File: src/rtl/branch_logic_if.sv
// Flag/decode bundle between the decoder/ALU side and the branch evaluator.
interface branch_logic_if;
  logic [2:0] x;
  logic       carry;
  logic [1:0] sign;
  logic       valid;
  logic       branch;
  logic       branch_q;

  modport master (
    output x, carry, sign, valid,
    input  branch, branch_q
  );

  modport slave (
    input  x, carry, sign, valid,
    output branch, branch_q
  );
endinterface

File: src/rtl/branch_logic.sv
// KGP-RISC branch-condition evaluator: decodes the branch type against ALU flags,
// giving a combinational take decision and a valid-qualified registered copy.
module branch_logic (
  input  logic           clk,
  input  logic           rst_n,
  branch_logic_if.slave  bus
);

  // sign[1] = negative, sign[0] = zero; each flag is used on its own even if both are set.
  // Any undefined code (including X/Z) falls to the default and never takes the branch.
  function automatic logic decode_branch(
    input logic [2:0] code,
    input logic       cy,
    input logic [1:0] flg
  );
    logic taken;
    taken = 1'b0;
    case (code)
      3'b000:  taken = 1'b0;
      3'b001:  taken = cy;
      3'b010:  taken = ~cy;
      3'b011:  taken = flg[0];
      3'b100:  taken = flg[1];
      3'b101:  taken = ~flg[0];
      3'b110:  taken = 1'b1;
      3'b111:  taken = 1'b1;
      default: taken = 1'b0;
    endcase
    return taken;
  endfunction

  logic w_branch_p0;
  logic w_vld_p0;
  logic r_branch_p1;

  assign w_branch_p0 = decode_branch(bus.x, bus.carry, bus.sign);
  assign w_vld_p0    = bus.valid;
  assign bus.branch  = w_branch_p0;

  // p0 -> p1: valid folds into the registered decision
  always_ff @(posedge clk or negedge rst_n) begin
    if (!rst_n) begin
      r_branch_p1 <= 1'b0;
    end else begin
      r_branch_p1 <= w_vld_p0 & w_branch_p0;
    end
  end

  assign bus.branch_q = r_branch_p1;

endmodule

File: src/flat_wrapper.sv
// flat-port wrapper written by rule: the top's interface ports become plain ports
module branch_logic_flat 
  (clk, rst_n, bus_x, bus_carry, bus_sign, bus_valid, bus_branch, bus_branch_q);
  branch_logic_if bus_i ();
  input  logic clk;
  input  logic rst_n;
  input wire logic [$bits(bus_i.x)-1:0] bus_x;
  input wire logic [$bits(bus_i.carry)-1:0] bus_carry;
  input wire logic [$bits(bus_i.sign)-1:0] bus_sign;
  input wire logic [$bits(bus_i.valid)-1:0] bus_valid;
  output wire logic [$bits(bus_i.branch)-1:0] bus_branch;
  output wire logic [$bits(bus_i.branch_q)-1:0] bus_branch_q;
  assign bus_i.x = bus_x;
  assign bus_i.carry = bus_carry;
  assign bus_i.sign = bus_sign;
  assign bus_i.valid = bus_valid;
  assign bus_branch = bus_i.branch;
  assign bus_branch_q = bus_i.branch_q;
  branch_logic u_core (.clk(clk), .rst_n(rst_n), .bus(bus_i));
endmodule
File: config.mk
export PLATFORM = sky130hd
export DESIGN_NAME = branch_logic_flat
export DESIGN_NICKNAME = d
export VERILOG_FILES = /design/src/rtl/branch_logic_if.sv /design/src/rtl/branch_logic.sv /design/src/flat_wrapper.sv
export SDC_FILE = /design/constraint.sdc
export NUM_CORES = 1
export LEC_CHECK = 0
export ABC_AREA = 1
export CORE_AREA = 2 2 39 41
export DETAILED_ROUTE_END_ITERATION = 12
export DIE_AREA = 0 0 41 43
export HOLD_SLACK_MARGIN = 0.08
export PLACE_DENSITY = 0.34
export SLEW_MARGIN = 20
export SYNTH_ARGS = -nofsm -noshare
export SYNTH_HDL_FRONTEND = slang
export SYNTH_SLANG_ARGS = --single-unit
File: constraint.sdc
create_clock -name clk -period 0.8 [get_ports clk]
set_input_delay 0.08 -clock clk [delete_from_list [all_inputs] [get_ports clk]]
set_output_delay 0.08 -clock clk [all_outputs]
set_load 0.05 [all_outputs]
==> results of run 1 <==
logic make-up after synthesis:
| kind of cell | share of synthesized area |
|---|---|
| flip-flops | 0.238 |
| AND/OR/NAND/NOR | 0.464 |
| buffers and inverters | 0.250 |
| AO/OA/AOI/OAI | 0.0476 |
metal layers:
layer | GRT usage | vias to the layer above | share of wire
met4 | 0 | 0 | 0
li1 | - | 78 | -
met2 | 0.0594 | 5 | 0.59
met1 | 0.0349 | 63 | 0.29
met5 | 0 | - | 0
met3 | 0.00524 | 0 | 0.12
final cells by class:
class,count,area [µm²],area share
Timing Repair Buffer,11,120,0.451
Inverter,7,27.5,0.103
Tap cell,16,20.0,0.0751
Multi-Input combinational cell,12,73.8,0.277
Sequential cell,1,25.0,0.0939
stage by stage:
| stage | hold slack [ps] | std cells | area (µm²) |
|---|---|---|---|
| after detailed placement | 230 | 47 | 253 |
| final | 229 | 47 | 267 |
| after floorplan | -216 | 20 | 105 |
| after global routing | 243 | 47 | 267 |
| after global placement | 234 | 47 | 253 |
| after CTS | 230 | 47 | 239 |
path summary, 6_finish.rpt:
path / startpoint / end / slack (ps) / cells past startpoint
max in group asynchronous: rst_n / u_core.bus.branch_q / 470 / 1
worst min-delay path: rst_n / u_core.bus.branch_q / 230 / 1
worst max-delay path: bus_x[1] / bus_branch / 40 / 8
min in group clk: bus_x[0] / u_core.bus.branch_q / 530 / 5
repair_timing:
item,CTS,global route
pin swaps,8,8
endpoints found under the setup margin,2,2
gates resized for setup,32,7
cloned,0,0
Yosys cell counts, drive strengths merged:
cell	instances
inv	6
nor2	2
clkinv	1
o21ai	1
dfrtp	1
nand2	7
nand3	2
where the power goes:
| part | switching (mW) | total (mW) | internal [mW] |
|---|---|---|---|
| Sequential | 0.00309 | 0.0587 | 0.0556 |
| Combinational | 0.0816 | 0.173 | 0.0912 |
| Clock | 0 | 0 | 0 |
| Total | 0.0847 | 0.231 | 0.147 |
==> impl_results.md, run 1 <==
- Setup-failing EPs final: 0
- Critical Path RT: 720 ps
- Kind of critical path: in2out
- Number of nets in the synthesized netlist: 29
- Flip-flop and latch count after synthesis: 1
- Setup Fix Bufs, Post-CTS: 0
- Overall die height: 43 µm
- Synth top area cells: dfrtp_1, inv_1, nand2_1
- Initial Utilization: 0.0759
- Sort of element at the start of the critical path: primary input
- Global-route wire length before repair: 414 µm
- Worst slew margin: 0.934
- Status: complete, no violations
- Width of the chip: 41 µm
- Areal power density over the cells: 869 nW/µm²
- Worst-case setup margin in the final layout: 37.0 ps
- Via count: 146
- Max Freq: 1310 MHz
- Top-level port count: 11
- Share of layout cells above drive strength 1: 0.677
- Transition time at the pin with the least slew margin: 97.6 ps
- CP max FO: 4
- Remaining design rule violation count: 0
- Share of synthesized area occupied by flip-flops and latches: 0.238
- Pin count of the biggest net entering global routing: 5
- Cell taking the most area after synthesis: dfrtp_1
- Buffers plus inverters on the worst setup path: 4
- Max Transition Viols Final: 0
- Final hold violation count: 0
- Flip-flop count of the largest register, all copies and words added: 1
- Crit path max-delay cell type: buf_12
- Distinct cell type count after synthesis: 9
- Number of diodes: 0
- Initial antenna violation count: 0
- GR Overflow Total: 0
- Leakage Power: 0.138 nW
- IR Drop Worst-Case VDD: 0.000102 V
- All-layer global routing usage: 0.0310
- Synthesized area: 105 µm²
- Warnings, synthesis: 0
- Antenna Nets Post-Route: 0
- Drt pass-1 iters: 1
- Area of the core: 1380 µm²
- Starting DRT DRC Count: 0
- Most used cells in the layout excluding fill and tap cells: inv_2, nand2_2, nand2_1, buf_2
- Critical path endpoint category: output pin
- Cell family with the largest share of critical-path delay: buffers and inverters
- Die area: 1760 µm²
- Via count of the first global-routing pass: 112
- Final GP Congestion: 0.558
- Routed length per placed instance: 6.30 µm
- Cell count after synthesis: 20
- Half-perimeter wire length of the detailed placement result: 268 µm
- Final wirelength: 296 µm
- Site Rows: 14
- Clock transition at the registers of the reported paths: 0 ps
- CP arrival: 680 ps
- Post-DR vias/cell: 3.11
- Post-layout min period: 763 ps
- Post-synthesis to final-layout area growth: 154%
- Fraction of the cycle the final worst path needs: 0.954
- Sum of negative setup slack: 0 ps
- Delay of the slowest cell on the worst path: 140 ps
- Final core occ: 0.193
- Number of hold buffers added after CTS: 0
- Sequence of cells on the critical path: buf_8 -> nor2_4 -> nand2_1 -> nand2_2 -> clkinv_2 -> nand2_2 -> inv_2 -> buf_12
- Number of nets in the layout: 42
- Area fraction of the dominant cell type after synthesis: 0.238
- Port Buf Inserts: 10
- Hold Crit Class: in2async
- Number of max-cap violations: 0
- Worst slack, placed: -402 ps
- Post-layout total power: 0.231 mW
- Average cell area after synthesis: 5.26 µm²
- Crit path top cell by count: nand2_2
- FILL cells: 161
(Power assumes the default switching activity.)
==> run 2: changes to the inputs <==
--- a/config.mk
+++ b/config.mk
@@ -7,6 +7,7 @@
 export LEC_CHECK = 0
 export ABC_AREA = 1
 export CORE_AREA = 2 2 39 41
+export CTS_CLUSTER_SIZE = 40
 export DETAILED_ROUTE_END_ITERATION = 12
 export DIE_AREA = 0 0 41 43
 export HOLD_SLACK_MARGIN = 0.08
==> results of run 2 <==
Final layout, timing and power as in run 1 (identical DEF).
